--- src/rtl/eth_axis_frame_arbiter_128b.sv ---
// eth_axis_frame_arbiter_128b: frame-granular round-robin arbiter with beat watchdog for 128-bit AXI-Stream
module eth_axis_frame_arbiter_128b #(
    parameter int NUM_PORTS = 2,
    parameter int MAX_BEATS = 640
) (
    input  logic                     clk,
    input  logic                     rst,
    input  logic [NUM_PORTS*128-1:0] s_axis_tdata,
    input  logic [NUM_PORTS*16-1:0]  s_axis_tkeep,
    input  logic [NUM_PORTS-1:0]     s_axis_tvalid,
    output logic [NUM_PORTS-1:0]     s_axis_tready,
    input  logic [NUM_PORTS-1:0]     s_axis_tlast,
    output logic [127:0]             m_axis_tdata,
    output logic [15:0]              m_axis_tkeep,
    output logic                     m_axis_tvalid,
    input  logic                     m_axis_tready,
    output logic                     m_axis_tlast,
    output logic                     m_axis_tuser,
    output logic [NUM_PORTS-1:0]     grant,
    output logic                     trunc_pulse,
    output logic [2:0]               trunc_port
);
    localparam int IW = $clog2(NUM_PORTS);
    localparam int CW = $clog2(MAX_BEATS) + 1;

    typedef enum logic [1:0] {IDLE, FWD, DROP} state_t;

    state_t                 state;
    logic [IW-1:0]          g_idx, rr_ptr, off, pick, nxt;
    logic [IW:0]            sum;
    logic [CW-1:0]          beat_cnt;
    logic [2*NUM_PORTS-1:0] req2;
    logic [127:0]           data_a [NUM_PORTS];
    logic [15:0]            keep_a [NUM_PORTS];
    logic                   fwd, drop, force_last, in_last, in_valid;

    for (genvar i = 0; i < NUM_PORTS; i++) begin : g_split
        assign data_a[i] = s_axis_tdata[i*128 +: 128];
        assign keep_a[i] = s_axis_tkeep[i*16 +: 16];
    end

    assign fwd        = state == FWD;
    assign drop       = state == DROP;
    assign in_last    = s_axis_tlast[g_idx];
    assign in_valid   = s_axis_tvalid[g_idx];
    assign force_last = fwd && beat_cnt == CW'(MAX_BEATS - 1);
    assign nxt        = g_idx == IW'(NUM_PORTS - 1) ? '0 : g_idx + 1'b1;
    assign req2       = {s_axis_tvalid, s_axis_tvalid} >> rr_ptr;

    assign m_axis_tdata  = data_a[g_idx];
    assign m_axis_tkeep  = keep_a[g_idx];
    assign m_axis_tvalid = fwd & in_valid;
    assign m_axis_tlast  = fwd & (in_last | force_last);
    assign m_axis_tuser  = force_last & ~in_last;
    assign s_axis_tready = grant & {NUM_PORTS{(fwd & m_axis_tready) | drop}};

    // Rotate requests so rr_ptr sits at bit 0, take the nearest request, rotate the offset back
    always_comb begin
        off = '0;
        for (int k = NUM_PORTS - 1; k >= 0; k--) if (req2[k]) off = IW'(k);
        sum  = {1'b0, rr_ptr} + {1'b0, off};
        pick = sum >= (IW+1)'(NUM_PORTS) ? IW'(sum - (IW+1)'(NUM_PORTS)) : IW'(sum);
    end

    // Frame FSM: grant held from first beat to tlast; watchdog forces tlast/tuser on beat MAX_BEATS
    always_ff @(posedge clk) begin
        trunc_pulse <= 1'b0;
        if (rst) begin
            state      <= IDLE;
            grant      <= '0;
            g_idx      <= '0;
            rr_ptr     <= '0;
            beat_cnt   <= '0;
            trunc_port <= '0;
        end else begin
            case (state)
                IDLE: if (|s_axis_tvalid) begin
                    g_idx <= pick;
                    grant <= NUM_PORTS'(1) << pick;
                    state <= FWD;
                end
                FWD: if (m_axis_tvalid && m_axis_tready) begin
                    if (in_last) begin
                        state    <= IDLE;
                        grant    <= '0;
                        rr_ptr   <= nxt;
                        beat_cnt <= '0;
                    end else if (force_last) begin
                        state       <= DROP;
                        trunc_pulse <= 1'b1;
                        trunc_port  <= 3'(g_idx);
                    end else begin
                        beat_cnt <= beat_cnt + 1'b1;
                    end
                end
                DROP: if (in_valid && in_last) begin
                    state    <= IDLE;
                    grant    <= '0;
                    rr_ptr   <= nxt;
                    beat_cnt <= '0;
                end
                default: state <= IDLE;
            endcase
        end
    end
endmodule

--- config.mk ---
export PLATFORM = sky130hd
export DESIGN_NAME = eth_axis_frame_arbiter_128b
export DESIGN_NICKNAME = d
export VERILOG_FILES = /design/src/rtl/eth_axis_frame_arbiter_128b.sv
export SDC_FILE = /design/constraint.sdc
export NUM_CORES = 1
export LEC_CHECK = 0
export CAP_MARGIN = 15
export CORE_AREA = 2 2 174 176
export DETAILED_ROUTE_END_ITERATION = 8
export DIE_AREA = 0 0 176 178
export GPL_TIMING_DRIVEN = 0
export PLACE_DENSITY = 0.4
export SLEW_MARGIN = 5
export SYNTH_ARGS = -nofsm -noshare
export SYNTH_HDL_FRONTEND = slang
export SYNTH_SLANG_ARGS = --single-unit
--- constraint.sdc ---
create_clock -name clk -period 2.7 [get_ports clk]
set_input_delay 0.54 -clock clk [delete_from_list [all_inputs] [get_ports clk]]
set_output_delay 0.54 -clock clk [all_outputs]
set_load 0.02 [all_outputs]
==> results of run 1 <==
worst max-delay path by stage:
stage | to | depth (start not counted) | startpoint | slack, ps
2_1_floorplan | m_axis_tlast | 5 | beat_cnt[0] | 620
3_3_place_gp | m_axis_tuser | 6 | s_axis_tlast[1] | -770
6_report | m_axis_tvalid | 4 | s_axis_tvalid[1] | 50
3_5_place_dp | m_axis_tuser | 6 | s_axis_tlast[1] | -730
5_1_grt | m_axis_tkeep[14] | 5 | g_idx | -10
4_1_cts | m_axis_tuser | 6 | s_axis_tlast[1] | -140
cell type report:
| class | count | share of cell area |
|---|---|---|
| Multi-Input combinational cell | 255 | 0.298 |
| Buffer | 26 | 0.0298 |
| Clock buffer | 3 | 0.00927 |
| Sequential cell | 19 | 0.0470 |
| Inverter | 7 | 0.00324 |
| Timing Repair Buffer | 447 | 0.551 |
| Antenna cell | 2 | 0.000618 |
| Tap cell | 390 | 0.0603 |
| Clock inverter | 1 | 0.000618 |
registers in the layout, summed over array words and instances (netlist names):
name and flops:
beat_cnt 11, g_idx 1, grant 2, rr_ptr 1, state 2, trunc_port 1, trunc_pulse 1
cells by family (layout without fill, tap and decap cells):
| logic type | Yosys count | after routing | synth area share |
|---|---|---|---|
| AND/OR/NAND/NOR | 59 | 59 | 0.110 |
| multiplexers | 148 | 148 | 0.572 |
| adder cells (fa/ha/maj) | 7 | 7 | 0.0292 |
| buffers and inverters | 34 | 484 | 0.0499 |
| other | 1 | 4 | 0.00129 |
| AO/OA/AOI/OAI | 39 | 39 | 0.107 |
| flip-flops | 19 | 19 | 0.131 |
worst max-delay path, cell delays in order:
cell and delay (ps):
clkdlybuf4s50_1 600, mux2i_2 160, nor2b_1 180, clkdlybuf4s50_1 630
where the power goes:
part	total, W	internal, W	leakage [nW]	switching [W]
Sequential	0.000311	0.000296	0.154	0.0000144
Clock	0.000325	0.000199	0.0409	0.000125
Combinational	0.00189	0.00106	2.93	0.000836
stage by stage:
stage / power (W) / instances / worst slack, ps
3_3_place_gp: 0.00224 / 1144 / -772
4_1_cts: 0.00257 / 1148 / -143
2_1_floorplan: 0.00116 / 308 / 616
5_1_grt: 0.00267 / 1150 / -14.5
6_report: 0.00253 / 1150 / 50.1
3_5_place_dp: 0.00223 / 1144 / -728
routing by layer:
metal	track usage	vias to the layer above	wire, um	share of wire
met1	0.151	1952	8480	0.34
met3	0.0814	9	3000	0.12
met2	0.278	191	13400	0.54
met5	0	-	13	0.00052
li1	-	2057	-	-
met4	0.0176	2	85	0.0034
what timing repair did:
| item | 4_1_cts | 5_1_grt |
|---|---|---|
| setup endpoints to repair | 144 | 19 |
| resized for setup | 89 | 29 |
| pin swaps | 1 | 0 |
| setup buffers | 1 | 0 |
| hold endpoints to repair | 0 | 0 |
layout by cell type (no fill, tap or decap), types with 2 or more instances in the layout:
cell / instances
clkbuf_2: 3
nor2_1: 11
and3_1: 4
clkdlybuf4s50_1: 382
a21oi_1: 11
dlymetal6s2s_1: 21
dlygate4sd2_1: 41
o21ai_0: 3
clkbuf_1: 5
o31ai_1: 2
nand3_1: 6
o211ai_1: 2
mux2_2: 144
o311ai_0: 2
o311ai_1: 4
conb_1: 2
mux2i_1: 2
ha_1: 5
inv_1: 7
clkbuf_16: 3
buf_2: 2
nor2b_1: 7
and4_1: 2
or4_1: 2
nand4_1: 3
dfxtp_1: 19
o21ai_1: 3
clkbuf_4: 2
diode_2: 2
nand2_1: 11
buf_4: 5
clkbuf_8: 11
or3_1: 4
o41ai_2: 4
cell usage after synthesis, types with 5 or more instances:
library cell	number	share of area
clkbuf_1	20	0.026
inv_1	7	0.0090
nand3_1	6	0.010
nand2_1	12	0.015
and3_1	5	0.011
nor2b_1	7	0.015
nor2_1	12	0.015
ha_1	6	0.026
a21oi_1	11	0.019
mux2_2	144	0.56
dfxtp_1	19	0.13
==> run metrics, run 1 <==
Top-Level Pins 450; FMAX between 300 and 400 MHz; Core Area about 29000 sq um; min-delay src grant[0]; cell area after layout 8100 sq um; area occupied by multi-input gates 2410 sq um; Final Skew 2.57 ps; WP data required approximately 2200 ps; worst-path fanout max 5; FF/Latch Area 380 sq um; count of routing violations after the opening detailed-route iteration 136; area delta synth->final 178%; port bufs 446; Slew Viols, Final 0; max-cap check violation count 0; Pwr per Cell Area 312 nW/um^2; nets@finish 1060; Detailed Routing Iterations Pass 1 4; via count 4211; setup TNS 0 ps; HP Class register to register; flops & latches, synth 19; Final Wtd Congestion 0.793; Fillers roughly 3200; dpl cell area 7870 sq um; Die Area 31300 sq um; Worst Reg-to-Reg Cells 7; Tcrit/Tclk final 0.981; Vias/cell approximately 3.7; Primary FF master, synth dfxtp_1; Worst Hold Path Cells 2; vias in the first global route 4599; Synthesis Warnings 0; leakage 3.13 nW; number of CTS-inserted buffers 3; Worst-Skew Late Latency 260 ps; Arr. time, crit path 2110 ps; Setup CP Type primary input to output pin; first-pass GRT wire length around 33 mm; Hold Buf Count CTS 0; outcome finished, final reports clean; H-tree Lvls 1; reg2reg start beat_cnt[0]; Cell Rows 63; RSZ-0062 raised after global routing true; root buffer cell clkbuf_16; final hold vios 0; mean area per synthesized cell 9.48 sq um; drt drc 0; CTS clk-pin slew, worst paths 60 ps; Die Span X 176 um; Seq/Total Area, Yosys 0.131; worst hold slack 491 ps; synth unique cells 44; Antenna Nets Post-Route 0; DRT Wirelength approximately 25 mm; VDD IR max 0.125 mV; Final setup viols 0; WHS Endpoint grant[0]; gr usage total 0.150; Core Util, Final 0.275; Async SR Flop Fraction 0; antenna violations before repair 4; synthesized instance count 307; Post-Syn Area 2910 sq um; detailed placement HPWL roughly 22 mm; DR WL/cell roughly 22 um; CTS sink count 19; GRT overflow 0; Relative slew margins 0.605; Longest Clk Path Bufs 2; fraction of layout cells with a size suffix above 1 0.245; minimum clock period roughly 2600 ps; CTS tree yes; Post-synth EDFFs 0; Critical Path Start Type primary input; r2r setup slk around 550 ps; starting density of the core 0.0990; largest net degree at the start of global routing 12; Worst Setup End Kind output pin; reg-to-reg critical path endpoint trunc_port[0]; worst-margin pin slew 592 ps; die height around 180 um
Power figures use the tool's default switching activity.
==> inputs of run 2 (changes only) <==
--- a/config.mk
+++ b/config.mk
@@ -6,11 +6,13 @@
 export NUM_CORES = 1
 export LEC_CHECK = 0
 export CAP_MARGIN = 15
-export CORE_AREA = 2 2 174 176
+export CELL_PAD_IN_SITES_DETAIL_PLACEMENT = 1
+export CELL_PAD_IN_SITES_GLOBAL_PLACEMENT = 1
+export CORE_AREA = 2 2 176 178
 export DETAILED_ROUTE_END_ITERATION = 8
-export DIE_AREA = 0 0 176 178
+export DIE_AREA = 0 0 178 180
 export GPL_TIMING_DRIVEN = 0
-export PLACE_DENSITY = 0.4
+export PLACE_DENSITY = 0.58
 export SLEW_MARGIN = 5
 export SYNTH_ARGS = -nofsm -noshare
 export SYNTH_HDL_FRONTEND = slang
==> run metrics, run 2 (synthesized netlist as in run 1, its figures left out) <==
outcome finished, final reports clean (unchanged); Relative slew margins 0.547 (was 0.605); Die Area 32000 sq um (was 31300 sq um); Fillers 3473 (was 3181); largest net degree at the start of global routing 12 (unchanged); HP Class register to register (unchanged); starting density of the core 0.0964 (was 0.0990); GRT overflow 0 (unchanged); count of routing violations after the opening detailed-route iteration 83 (was 136); biggest regs beat_cnt (11), grant (2), state (2) (unchanged); minimum clock period 2600 ps (was 2650 ps); Hold Buf Count CTS 0 (unchanged); worst-path fanout max 10 (was 5); CTS tree yes (unchanged); CP bufs+invs 4 (was 2); placed instance count 1150 (was 1144); root buffer cell clkbuf_16 (unchanged); critical path, cell by cell buf_6 > clkbuf_8 > buf_4 > mux2_2 > clkdlybuf4s50_1 (was clkdlybuf4s50_1 > mux2i_2 > nor2b_1 > clkdlybuf4s50_1); Worst Setup End Kind output pin (unchanged); fraction of layout cells with a size suffix above 1 0.244 (was 0.245); VDD IR max 0.181 mV (was 0.125 mV); Slew Viols, Final 0 (unchanged); Reg with most FFs beat_cnt (unchanged); commonest non-fill, non-tap cells in the layout clkdlybuf4s50_1, mux2_2, dlymetal6s2s_1, dlygate4sd2_1, dfxtp_1 (was clkdlybuf4s50_1, mux2_2, dlygate4sd2_1); first-pass GRT wire length 34.5 mm (was 33.2 mm); via count 4304 (was 4211); Core Area 30200 sq um (was 29400 sq um); Die Span X 178 um (was 176 um); Top-Level Pins 450 (unchanged); Critical Path Start Type register (was primary input); Pwr per Cell Area 309 nW/um^2 (was 312 nW/um^2); max reg flops 11 (unchanged); number of CTS-inserted buffers 3 (unchanged); Top delay family on crit path buffers and inverters (unchanged); Detailed Routing Iterations Pass 1 4 (unchanged); DRT Wirelength 25.0 mm (about the same); detailed placement HPWL 22.2 mm (was 22.5 mm); drt drc 0 (unchanged); max-cap check violation count 0 (unchanged); worst-margin pin slew 680 ps (was 592 ps); vias in the first global route 4886 (was 4599); Setup CP Type register to output pin (was primary input to output pin); Cell Rows 64 (was 63); Final Skew 2.75 ps (was 2.57 ps); WP data required 2160 ps (about the same); Longest Clk Path Bufs 2 (unchanged); nets@finish 1060 (unchanged); Tcrit/Tclk final 0.965 (was 0.981); biggest cell delay along the critical path 540 ps (was 630 ps); RSZ-0062 raised after global routing false (was true); port bufs 446 (unchanged); gr usage total 0.150 (about the same); Core Util, Final 0.270 (was 0.275); leakage 3.37 nW (was 3.13 nW); final hold vios 0 (unchanged); CTS sink count 19 (unchanged); area occupied by multi-input gates 2410 sq um (unchanged); Final Wtd Congestion 0.838 (was 0.793); Arr. time, crit path 2060 ps (was 2110 ps); Antenna Nets Post-Route 0 (unchanged); Final setup viols 0 (unchanged); Worst-Skew Late Latency 260 ps (about the same); Slowest-stage cell, CP clkdlybuf4s50_1 (unchanged); die height 180 um (was 178 um); CTS clk-pin slew, worst paths 60 ps (about the same); Non-Filler Instances 1156 (was 1150); H-tree Lvls 1 (unchanged); commonest non-fill, non-tap cell in the layout clkdlybuf4s50_1 (unchanged); Vias/cell 3.72 (was 3.66); area delta synth->final 180% (was 178%); FMAX 384 MHz (was 377 MHz); FF/Latch Area 380 sq um (unchanged); r2r setup slk 640 ps (was 550 ps); antenna violations before repair 2 (was 4); DR WL/cell 21.6 um (was 21.8 um)
## run 2: worst min-delay path, cell delays in order, from the launching register on
cell and delay, ps:
dfxtp_1 330, mux2i_1 60, nor2_1 70
## run 2: repair_timing
action | CTS | global route
endpoints found under the hold margin | 0 | 0
pin swaps | 1 | 0
resized for setup | 94 | 53
setup endpoints to repair | 146 | 51
cloned | 0 | 0
buffers inserted | 1 | 0
## run 2: area by class of cell
class | instances | area share
Sequential cell | 19 | 0.0467
Buffer | 26 | 0.0266
Clock inverter | 1 | 0.000615
Multi-Input combinational cell | 255 | 0.297
Clock buffer | 3 | 0.00922
Tap cell | 396 | 0.0608
Timing Repair Buffer | 447 | 0.556
Inverter | 7 | 0.00323
Antenna cell | 2 | 0.000615
## run 2: final timing paths
kind / to / cells after the start / start
setup / recovery: m_axis_tdata[123] / 5 / g_idx
hold / removal: trunc_port[0] / 2 / trunc_port[0]
setup reg to reg: beat_cnt[5] / 7 / state[0]
hold reg to reg: trunc_port[0] / 2 / trunc_port[0]
## run 2: per-stage QoR
stage | hold WS (ps) | TNS (ps) | cell area, sq um | setup slack (ps) | total power (W)
floorplan | 460 | 0 | 2910 | 616 | 0.00116
global placement | 477 | -48240 | 7870 | -767 | 0.00226
detailed placement | 488 | -46840 | 7870 | -725 | 0.00225
CTS | 496 | -16.1 | 8020 | -8.15 | 0.00258
global route | 535 | 0 | 8140 | 1.32 | 0.00268
finish | 500 | 0 | 8140 | 95.4 | 0.00252
## run 2: layer usage
metal  wire length, um  vias up  global-route usage  share of wire
met4               107        0              0.0184         0.0043
met1              9640     2059               0.173           0.39
met2             12600      189               0.261           0.51
li1                  -     2048                   -              -
met5                 0        -                   0              0
met3              2610        8              0.0643           0.10
## run 2: report_power, final
part / switching (W) / internal [W] / leakage, nW
sequential: 0.0000159 / 0.000296 / 0.154
clock: 0.000121 / 0.000199 / 0.0409
combinational: 0.000848 / 0.00104 / 3.18
total: 0.000986 / 0.00153 / 3.37
